### src/rtl/bcd_convert_sequencer.sv
// bcd_convert_sequencer
//   Sequential binary-to-BCD scheduler for the 24-game display path. One
//   shared shift-and-add-3 (double-dabble) engine converts the four operand
//   slots in order and packs the results as three BCD digits per slot.
//
// Ports
//   clk            rising-edge system clock
//   rst_n          synchronous, active-low reset
//   num1..num4     binary slot values (slot 0..3), latched when start is accepted
//   valid[3:0]     per-slot enable, latched with the numbers
//   start          request a pass; only accepted in IDLE
//   busy           high from the cycle after acceptance until done
//   done           one-cycle completion pulse
//   numbers[47:0]  slot i at [12i+11:12i] = {hundreds, tens, ones}; FFF = blank
//   ovf[3:0]       slot i value exceeded 999 (result saturated to 999)
//
// Configuration
//   BCD_DOUBLE_BUFFER_EN  when defined, slot results collect in a shadow
//                         register and numbers/ovf update together in the
//                         done cycle; otherwise each slot is published as
//                         soon as it is written.

module bcd_convert_sequencer #(
    parameter int NUM_W  = 10,
    parameter int SHIFTS = 10
) (
    input  logic             clk,
    input  logic             rst_n,
    input  logic [NUM_W-1:0] num1,
    input  logic [NUM_W-1:0] num2,
    input  logic [NUM_W-1:0] num3,
    input  logic [NUM_W-1:0] num4,
    input  logic [3:0]       valid,
    input  logic             start,
    output logic             busy,
    output logic             done,
    output logic [47:0]      numbers,
    output logic [3:0]       ovf
);

    localparam int CNT_W = $clog2(SHIFTS);

    typedef enum logic [2:0] {IDLE, LOAD, SHIFT, STORE, DONE} state_t;

    state_t           state;
    logic [NUM_W-1:0] lat_num [4];
    logic [3:0]       lat_valid;
    logic [1:0]       slot;
    logic [NUM_W-1:0] bin;
    logic [11:0]      bcd;
    logic [11:0]      bcd_adj;
    logic [CNT_W-1:0] cnt;
    logic             sat;

    logic             wr_en;
    logic [11:0]      wr_data;
    logic             wr_ovf;
    logic             finish;
    logic [47:0]      base_nums;
    logic [3:0]       base_ovf;
    logic [47:0]      merged_nums;
    logic [3:0]       merged_ovf;

`ifdef BCD_DOUBLE_BUFFER_EN
    logic [47:0]      shadow_nums;
    logic [3:0]       shadow_ovf;
    assign base_nums = shadow_nums;
    assign base_ovf  = shadow_ovf;
`else
    assign base_nums = numbers;
    assign base_ovf  = ovf;
`endif

    // add-3 correction applied before each shift
    always_comb begin
        bcd_adj = bcd;
        for (int unsigned i = 0; i < 3; i++) begin
            if (bcd[4*i +: 4] >= 4'd5)
                bcd_adj[4*i +: 4] = bcd[4*i +: 4] + 4'd3;
        end
    end

    // A slot result is produced either by a skipped LOAD (blank) or a STORE;
    // both paths merge into the same slot field so one write port serves both.
    always_comb begin
        wr_en   = 1'b0;
        wr_data = '0;
        wr_ovf  = 1'b0;
        case (state)
            LOAD: begin
                if (!lat_valid[slot]) begin
                    wr_en   = 1'b1;
                    wr_data = 12'hFFF;
                end
            end
            STORE: begin
                wr_en   = 1'b1;
                wr_data = sat ? 12'h999 : bcd;
                wr_ovf  = sat;
            end
            default: ;
        endcase
        finish      = wr_en && (slot == 2'd3);
        merged_nums = base_nums;
        merged_ovf  = base_ovf;
        if (wr_en) begin
            merged_nums[12*int'(slot) +: 12] = wr_data;
            merged_ovf[slot]                 = wr_ovf;
        end
    end

    always_ff @(posedge clk) begin
        if (!rst_n) begin
            state     <= IDLE;
            busy      <= 1'b0;
            done      <= 1'b0;
            numbers   <= '0;
            ovf       <= '0;
            lat_valid <= '0;
            slot      <= '0;
            bin       <= '0;
            bcd       <= '0;
            cnt       <= '0;
            sat       <= 1'b0;
            for (int unsigned i = 0; i < 4; i++) lat_num[i] <= '0;
`ifdef BCD_DOUBLE_BUFFER_EN
            shadow_nums <= '0;
            shadow_ovf  <= '0;
`endif
        end else begin
            done <= 1'b0;
`ifdef BCD_DOUBLE_BUFFER_EN
            if (wr_en) begin
                shadow_nums <= merged_nums;
                shadow_ovf  <= merged_ovf;
            end
            // the last slot's write is folded in so the publish is atomic
            if (finish) begin
                numbers <= merged_nums;
                ovf     <= merged_ovf;
            end
`else
            if (wr_en) begin
                numbers <= merged_nums;
                ovf     <= merged_ovf;
            end
`endif
            case (state)
                IDLE: begin
                    if (start) begin
                        lat_num[0] <= num1;
                        lat_num[1] <= num2;
                        lat_num[2] <= num3;
                        lat_num[3] <= num4;
                        lat_valid  <= valid;
                        slot       <= '0;
                        busy       <= 1'b1;
                        state      <= LOAD;
                    end
                end
                LOAD: begin
                    if (lat_valid[slot]) begin
                        bin   <= lat_num[slot];
                        bcd   <= '0;
                        cnt   <= '0;
                        sat   <= (lat_num[slot] > NUM_W'(999));
                        state <= SHIFT;
                    end else if (finish) begin
                        busy  <= 1'b0;
                        done  <= 1'b1;
                        state <= DONE;
                    end else begin
                        slot  <= slot + 2'd1;
                    end
                end
                SHIFT: begin
                    bcd <= {bcd_adj[10:0], bin[NUM_W-1]};
                    bin <= {bin[NUM_W-2:0], 1'b0};
                    cnt <= cnt + 1'b1;
                    if (cnt == CNT_W'(SHIFTS - 1))
                        state <= STORE;
                end
                STORE: begin
                    if (finish) begin
                        busy  <= 1'b0;
                        done  <= 1'b1;
                        state <= DONE;
                    end else begin
                        slot  <= slot + 2'd1;
                        state <= LOAD;
                    end
                end
                DONE: begin
                    state <= IDLE;
                end
                default: state <= IDLE;
            endcase
        end
    end

endmodule
### config.mk
export PLATFORM = sky130hd
export DESIGN_NAME = bcd_convert_sequencer
export DESIGN_NICKNAME = d
export VERILOG_FILES = /design/src/rtl/bcd_convert_sequencer.sv
export SDC_FILE = /design/constraint.sdc
export NUM_CORES = 1
export LEC_CHECK = 0
export CELL_PAD_IN_SITES_DETAIL_PLACEMENT = 1
export CELL_PAD_IN_SITES_GLOBAL_PLACEMENT = 2
export CORE_MARGIN = 4
export CORE_UTILIZATION = 34
export DETAILED_ROUTE_END_ITERATION = 16
export GPL_ROUTABILITY_DRIVEN = 0
export GPL_TIMING_DRIVEN = 0
export PLACE_DENSITY = 0.81
export SYNTH_ARGS = -nofsm -noshare
export SYNTH_HDL_FRONTEND = slang
export SYNTH_SLANG_ARGS = --single-unit
### constraint.sdc
create_clock -name clk -period 3.4 [get_ports clk]
set_input_delay 0.68 -clock clk [delete_from_list [all_inputs] [get_ports clk]]
set_output_delay 0.68 -clock clk [all_outputs]
set_load 0.05 [all_outputs]
==> flow_summary.yaml, run 1 <==
critical_path:
  crit_cells: 9
  crit_path_start_kind: "register"
  critPathArrivalTime_ps: 3350
  cp_num_buf_inv: 5
  crit_required_ps: 3750
  critPathKind: "reg2reg"
  path_cells: "buf_4, buf_4, inv_1, ha_1, clkbuf_1, clkbuf_2, nor3b_1, nand4_1, a21boi_0"
  crit_family: "buffers and inverters"
  cp_slowest_cell: "ha_1"
  critical_path_peak_fanout: 10
  critPathMaxStageDelay_ps: 430
  rr_worst_depth: 9
  crit_top_cell: "buf_4"
  critPathCaptureType: "register"
final_layout:
  n_fill_cell: 2017
  syn_to_final_growth_pct: 29.3
  stdcell_count: 989
  n_antenna_cell: 0
  drive_above_1_share_pct: 10.7
  nets: 807
  fin_util_pct: 45.4
synthesis:
  synth_area_sq_um: 6390
  ys_seq_elements: 132
  yosysUniqueCellTypes: 64
  synth_top_area_share_pct: 28.8
  syn_nets: 689
  async_reset_ff_share_pct: 0
  synth_edf_count: 40
  syn_inst: 629
  ys.flop_type: "dfxtp_1"
  synth_common_cells: "dfxtp_1, nand2_1, and3_1"
  synthTopCellsByArea: "dfxtp_1, edfxtp_1, and3_1, mux4_2, nand2_1"
  avgSynthCellArea_sq_um: 10.2
  post-synth-top-count-cell: "dfxtp_1"
  yosysSeqAreaShare_pct: 47.6
  synth_top_cell_by_area: "dfxtp_1"
  ys_warn_count: 0
hold_path:
  hp-class: "reg2reg"
  hold_depth: 2
power_and_ir_drop:
  max-vdd-ir-drop_uv: 375
  total_power_mw: 4.08
  p_leak_nw: 3.22
  power_density_nw_per_um2: 494
sta:
  tightest_slew_ps: 1010
  tns_ps: 0
  post-route-min-period_ps: 3000
  rsz0062_at_grt: "false"
  hold_violations: 0
  finClkSkew_ps: 9.68
  fmax_mhz: 333
  timing.final.max_slew_violations: 0
  setup_viol: 0
  min_period_over_period_pct: 88.4
  slew-limit-headroom_pct: 32.7
  hold_slack_ps: 460
cts:
  cts_hold_buf: 0
  cts_root_buf: "clkbuf_16"
  cts_tree: "built"
  ctsResizeCount: 0
  clock-sinks: 132
  post-cts-setup-buffers: 0
  clkTransAtPathRegs_ps: 60
  clkLatencyLatePin_ps: 430
  htreeDepth: 4
  clock_path_buffers: 2
  numCtsBuffers: 17
grt:
  grt-ovfl-total: 0
  grt_pass1_vias: 5725
  grt_pass1_wl_um: 32400
  antenna_found_initial: 0
  grt_use_total_pct: 19.4
  grt_max_degree: 43
place:
  dp.cells: 957
  place_hpwl_um: 15500
  io_buffer_count: 99
detailed_routing:
  drc: 0
  drt_iter0_markers: 397
  wl_per_cell_um: 20.9
  drt_pre_antenna_iters: 5
  num_vias: 5484
  vias_per_cell: 5.54
  ant_nets: 0
  routed_wl_um: 20600
die:
  die_w_um: 145
  core_area_sq_um: 18200
  num_rows: 49
  die_area_sq_um: 21100
  die_h_um: 145
  start_util_pct: 35.1
  pin_count: 101
run:
  maxCapViolCount: 0
outcome:
  status: "finished clean"
-- layer usage --
metal  global-route usage [%]  vias up  part of all wire (%)
met5                        0        -                     0
met4                     5.22        0                   1.4
met3                     5.52       28                   6.9
met2                     31.0      188                    46
met1                     26.0     2702                    45
li1                         -     2566                     -
-- worst reg2reg max path: stages (launching register included) --
cell	delay, ps
dfxtp_1	360
buf_4	210
buf_4	210
inv_1	170
ha_1	430
clkbuf_1	410
clkbuf_2	350
nor3b_1	420
nand4_1	160
a21boi_0	210
-- flip-flops by register name (all words and copies together) (netlist names), named ones only --
name,cells
bcd,12
bin,10
busy,1
cnt,4
done,1
lat_num,40
lat_valid,4
numbers,48
ovf,4
sat,1
slot,2
state,3
-- area by class of cell --
type	instances	area, sq um	share of cell area, %
Clock inverter	9	95.1	1.15
Buffer	51	231	2.80
Tap cell	229	287	3.47
Multi-Input combinational cell	432	3080	37.2
Clock buffer	23	489	5.92
Sequential cell	132	3040	36.8
Inverter	14	52.6	0.636
Timing Repair Buffer	99	991	12.0
-- cell families after synthesis --
family / after synthesis / synth area share [%]
adder cells (fa/ha/maj): 13 / 2.54
XOR/XNOR: 8 / 1.10
AO/OA/AOI/OAI: 145 / 16.9
AND/OR/NAND/NOR: 239 / 20.8
multiplexers: 27 / 6.61
flip-flops: 132 / 47.6
buffers and inverters: 65 / 4.42
-- placed cells by master (no fill, tap or decap), drive strengths merged, types with 3 or more instances in the layout --
| cell type | n |
|---|---|
| mux2 | 6 |
| o221ai | 4 |
| mux4 | 11 |
| ha | 13 |
| a21oi | 21 |
| clkdlybuf4s50 | 99 |
| clkinv | 4 |
| or2 | 5 |
| clkbuf | 59 |
| buf | 15 |
| nor3 | 13 |
| and2 | 11 |
| nor2b | 23 |
| edfxtp | 40 |
| dfxtp | 92 |
| a32oi | 8 |
| a22o | 20 |
| o22ai | 3 |
| mux2i | 10 |
| and3 | 45 |
| o211ai | 5 |
| nand3 | 32 |
| nand4 | 6 |
| xnor2 | 7 |
| a22oi | 3 |
| o21ai | 22 |
| a21boi | 17 |
| a31oi | 7 |
| inv | 17 |
| nor2 | 20 |
| o211a | 9 |
| nand2 | 58 |
| nand2b | 11 |
| nor3b | 5 |
| a32o | 5 |
| o2bb2ai | 8 |
| a21o | 3 |
-- where the power goes --
group          leakage [nW]  switching [mW]  internal [mW]
Combinational          1.76           0.325          0.202
Clock                 0.284           0.729           1.10
Sequential             1.18          0.0297           1.70
-- through the flow --
| stage | cell area [sq um] | setup slack [ps] |
|---|---|---|
| after floorplan | 6390 | 691 |
| after global placement | 7670 | -336 |
| after detailed placement | 7670 | 168 |
| after CTS | 8260 | 173 |
| after global routing | 8270 | 159 |
| final | 8270 | 395 |
-- final timing paths --
check	from	to	slack [ps]
setup / recovery	slot[0]	numbers[21]	400
hold / removal	numbers[3]	numbers[3]	460
setup reg to reg	slot[0]	numbers[21]	400
hold reg to reg	numbers[3]	numbers[3]	460
No activity file was read; power rests on OpenSTA's default activity.
==> run 2: changes to the inputs <==
Settings changed: CORE_MARGIN 4 to default.
==> flow_summary.yaml, run 2 (synthesis gave the netlist of run 1 again) <==
cts:
  post-cts-setup-buffers: 0
  clkTransAtPathRegs_ps: 60
  cts_root_buf: "clkbuf_16"
  cts_hold_buf: 0
  cts_tree: "built"
  numCtsBuffers: 17
  htreeDepth: 4
  clock-sinks: 132
  ctsResizeCount: 0
  clock_path_buffers: 2
  clkLatencyLatePin_ps: 430
critical_path:
  cp_slowest_cell: "buf_1"
  crit_path_start_kind: "register"
  critical_path_peak_fanout: 10
  critPathKind: "reg2reg"
  crit_top_cell: "buf_4"
  critPathArrivalTime_ps: 3460
  cp_num_buf_inv: 5
  crit_cells: 9
  crit_family: "buffers and inverters"
  path_cells: "buf_4, buf_4, inv_1, ha_1, clkbuf_1, buf_1, nor3b_1, nand4_1, a21boi_0"
  critPathCaptureType: "register"
  crit_required_ps: 3740
  critPathMaxStageDelay_ps: 490
  rr_worst_depth: 9
die:
  start_util_pct: 35.1
  core_area_sq_um: 18200
  die_area_sq_um: 19400
  pin_count: 101
  die_h_um: 139
  die_w_um: 139
  num_rows: 49
outcome:
  status: "finished, violations left"
  violations: "DRC"
sta:
  slew-limit-headroom_pct: 34.4
  post-route-min-period_ps: 3120
  tightest_slew_ps: 984
  setup_ws_ps: 279
  hold_slack_ps: 456
  min_period_over_period_pct: 91.8
  finClkSkew_ps: 9.67
  setup_viol: 0
  hold_violations: 0
  rsz0062_at_grt: "false"
  fmax_mhz: 320
  timing.final.max_slew_violations: 0
final_layout:
  nets: 807
  top_regs: "numbers: 48 flops, lat_num: 40 flops, bcd: 12 flops"
  regArea_sq_um: 3040
  final_common_cell: "clkdlybuf4s50_1"
  top_register: "numbers"
  syn_to_final_growth_pct: 29.4
  drive_above_1_share_pct: 10.4
  n_antenna_cell: 0
  multi_input_area_sq_um: 3080
  largest_reg_flops: 48
  n_fill_cell: 2018
  fin_util_pct: 45.4
  final_cell_mix: "clkdlybuf4s50_1, dfxtp_1, nand2_1"
power_and_ir_drop:
  seq_power_share_pct: 41.7
  power_switching_mw: 1.08
  p_clk_share_pct: 45.6
  p_int_mw: 3.06
  max-vdd-ir-drop_uv: 313
  comb_power_share_pct: 12.6
  p_leak_nw: 3.21
  switching_share_pct: 26.1
  power_density_nw_per_um2: 500
grt:
  grt_util_met2_pct: 34.2
  grt_util_met1_pct: 29.2
  grt_max_degree: 43
  met3_usage_pct: 4.56
  grt_pass1_wl_um: 31800
  top_usage_layer: "met2"
  grt_use_total_pct: 21.5
  antenna_found_initial: 0
  grt_pass1_vias: 5627
  grt-ovfl-total: 0
hold_path:
  hold_depth: 2
  hp-class: "reg2reg"
detailed_routing:
  drt_iter0_markers: 349
  vias_per_cell: 5.52
  num_vias: 5458
  ant_nets: 0
  wl_per_cell_um: 20.4
  drt_pre_antenna_iters: 13
  routed_wl_um: 20200
  drc: 3
place:
  place_hpwl_um: 15200
  io_buffer_count: 99
  pre_cts_ws_ps: 154
run:
  maxCapViolCount: 0
run 2: worst register-to-register path: cells and delay by family (launching register included):
family / cells / cell delay, ps
AO/OA/AOI/OAI: 1 / 220
flip-flops: 1 / 350
buffers and inverters: 5 / 1450
adder cells (fa/ha/maj): 1 / 440
AND/OR/NAND/NOR: 2 / 590
run 2: stage by stage:
step / instance area, sq um / setup TNS [ps] / power (mW) / instances
after floorplan: 6390 / 0 / 2.08 / 629
after global placement: 7670 / -13990 / 2.27 / 957
after detailed placement: 7670 / 0 / 2.28 / 957
after CTS: 8270 / 0 / 4.15 / 989
after global routing: 8270 / 0 / 4.27 / 989
final: 8270 / 0 / 4.14 / 989
run 2: metal layers:
| metal | part of all wire, % | wire length (um) | vias up |
|---|---|---|---|
| met4 | 1.4 | 291 | 0 |
| met3 | 6.3 | 1280 | 23 |
| met5 | 0 | 0 | - |
| li1 | - | - | 2560 |
| met1 | 46 | 9290 | 2699 |
| met2 | 46 | 9360 | 176 |
run 2: area by class of cell:
type / count / area share [%]
repair buffers: 99 / 12.0
flip-flops and latches: 132 / 36.8
multi-input cells: 432 / 37.2
well taps: 229 / 3.46
clock inverters: 12 / 1.89
inverters: 14 / 0.635
clock buffers: 20 / 5.28
plain buffers: 51 / 2.78
run 2: final timing paths:
| kind | endpoint | slack (ps) | start |
|---|---|---|---|
| setup / recovery | numbers[21] | 280 | slot[0] |
| hold / removal | numbers[3] | 460 | numbers[3] |
| setup reg to reg | numbers[21] | 280 | slot[0] |
| hold reg to reg | numbers[3] | 460 | numbers[3] |
run 2: power by group through the flow:
stage	clock (mW)	combinational [mW]	sequential, mW
4_1_cts	1.90	0.521	1.73
3_5_place_dp	0	0.519	1.76
2_1_floorplan	0	0.278	1.80
3_3_place_gp	0	0.508	1.76
6_report	1.89	0.523	1.73
5_1_grt	1.97	0.560	1.73
==> run 3: changes to the inputs <==
Settings changed: ABC_CLOCK_PERIOD_IN_PS from default to 3400, CORE_UTILIZATION 34 to 40, DONT_BUFFER_PORTS from default to 1.
==> flow_summary.yaml, run 3 (synthesis gave the netlist of run 1 again) <==
outcome:
  status: "finished clean"
critical_path:
  crit_required_ps: 3740
  critPathArrivalTime_ps: 3450
  critical_path_peak_fanout: 10
  crit_path_start_kind: "register"
  critPathKind: "reg2reg"
  critPathCaptureType: "register"
sta:
  setup_viol: 0
  min_period_over_period_pct: 91.4
  tns_ps: 0
  rsz0062_at_grt: "false"
  finClkSkew_ps: 8.49
  tightest_slew_ps: 1010
  post-route-min-period_ps: 3110
  fmax_mhz: 322
  hold_violations: 0
  slew-limit-headroom_pct: 32.3
  timing.final.max_slew_violations: 0
grt:
  antenna_found_initial: 0
  grt_use_total_pct: 25.1
  grt_max_degree: 43
  grt_pass1_wl_um: 30700
  grt-ovfl-total: 0
  grt_pass1_vias: 5225
cts:
  clkTransAtPathRegs_ps: 60
  numCtsBuffers: 17
  cts_hold_buf: 0
  htreeDepth: 4
  clock_path_buffers: 2
  post-cts-setup-buffers: 0
  cts_root_buf: "clkbuf_16"
  cts_tree: "built"
  clock-sinks: 132
  ctsResizeCount: 0
  clkLatencyLatePin_ps: 430
detailed_routing:
  vias_per_cell: 5.94
  ant_nets: 0
  num_vias: 5179
  drc: 0
  routed_wl_um: 19900
  wl_per_cell_um: 22.8
  drt_iter0_markers: 366
  drt_pre_antenna_iters: 7
power_and_ir_drop:
  total_power_mw: 4.11
  power_density_nw_per_um2: 564
  max-vdd-ir-drop_uv: 375
  p_leak_nw: 2.87
die:
  pin_count: 101
  core_area_sq_um: 15400
  die_w_um: 128
  num_rows: 45
  start_util_pct: 41.4
  die_h_um: 128
  die_area_sq_um: 16500
final_layout:
  top_regs: "numbers: 48 flops, lat_num: 40 flops, bcd: 12 flops"
  top_register: "numbers"
  final_common_cell: "dfxtp_1"
  drive_above_1_share_pct: 12.7
  final_cell_mix: "dfxtp_1, nand2_1, and3_1"
  syn_to_final_growth_pct: 13.9
  largest_reg_flops: 48
  nets: 708
  n_antenna_cell: 0
  n_fill_cell: 1713
place:
  io_buffer_count: 0
  place_hpwl_um: 14300
hold_path:
  hp-class: "in2reg"
run:
  maxCapViolCount: 0
run 3: through the flow:
step / hold WS [ps] / worst slack, ps / cells / instance area, sq um / utilization (%)
floorplan: 431 / 691 / 629 / 6390 / -
global placement: 445 / 197 / 840 / 6660 / 43.2
detailed placement: 458 / 264 / 840 / 6660 / 43.2
CTS: 418 / 216 / 872 / 7270 / 47.1
global route: 431 / 146 / 872 / 7280 / 47.2
finish: 431 / 292 / 872 / 7280 / 47.2
run 3: final timing paths:
path,to,slack [ps],cells past startpoint,from
worst max-delay path,numbers[20],290,9,slot[0]
worst min-delay path,lat_valid[2],430,2,valid[2]
worst max register to register,numbers[20],290,9,slot[0]
worst min register to register,cnt[3],480,1,cnt[3]
run 3: cell type report:
class / count / area, sq um / area share (%)
Buffer: 51 / 231 / 3.18
Sequential cell: 132 / 3040 / 41.8
Clock inverter: 15 / 188 / 2.58
Inverter: 14 / 52.6 / 0.722
Multi-Input combinational cell: 432 / 3080 / 42.3
Tap cell: 211 / 264 / 3.63
Clock buffer: 17 / 425 / 5.84
run 3: routing by layer:
| metal | track usage [%] | vias to the layer above | share of wire [%] |
|---|---|---|---|
| met5 | 0 | - | 0 |
| met4 | 8.10 | 0 | 1.8 |
| met3 | 7.23 | 37 | 6.4 |
| met2 | 38.3 | 165 | 45 |
| met1 | 34.1 | 2611 | 46 |
| li1 | - | 2366 | - |
run 3: report_power, final:
group / switching [mW] / internal (mW)
logic: 0.266 / 0.136
registers: 0.0808 / 1.70
clock network: 0.811 / 1.11
run 3: worst max-delay path: stages, from the launching register on:
cell,delay (ps)
dfxtp_1,380
buf_4,210
buf_4,210
inv_1,160
ha_1,430
clkbuf_1,420
clkbuf_2,360
nor3b_1,440
nand4_1,170
a21boi_0,230
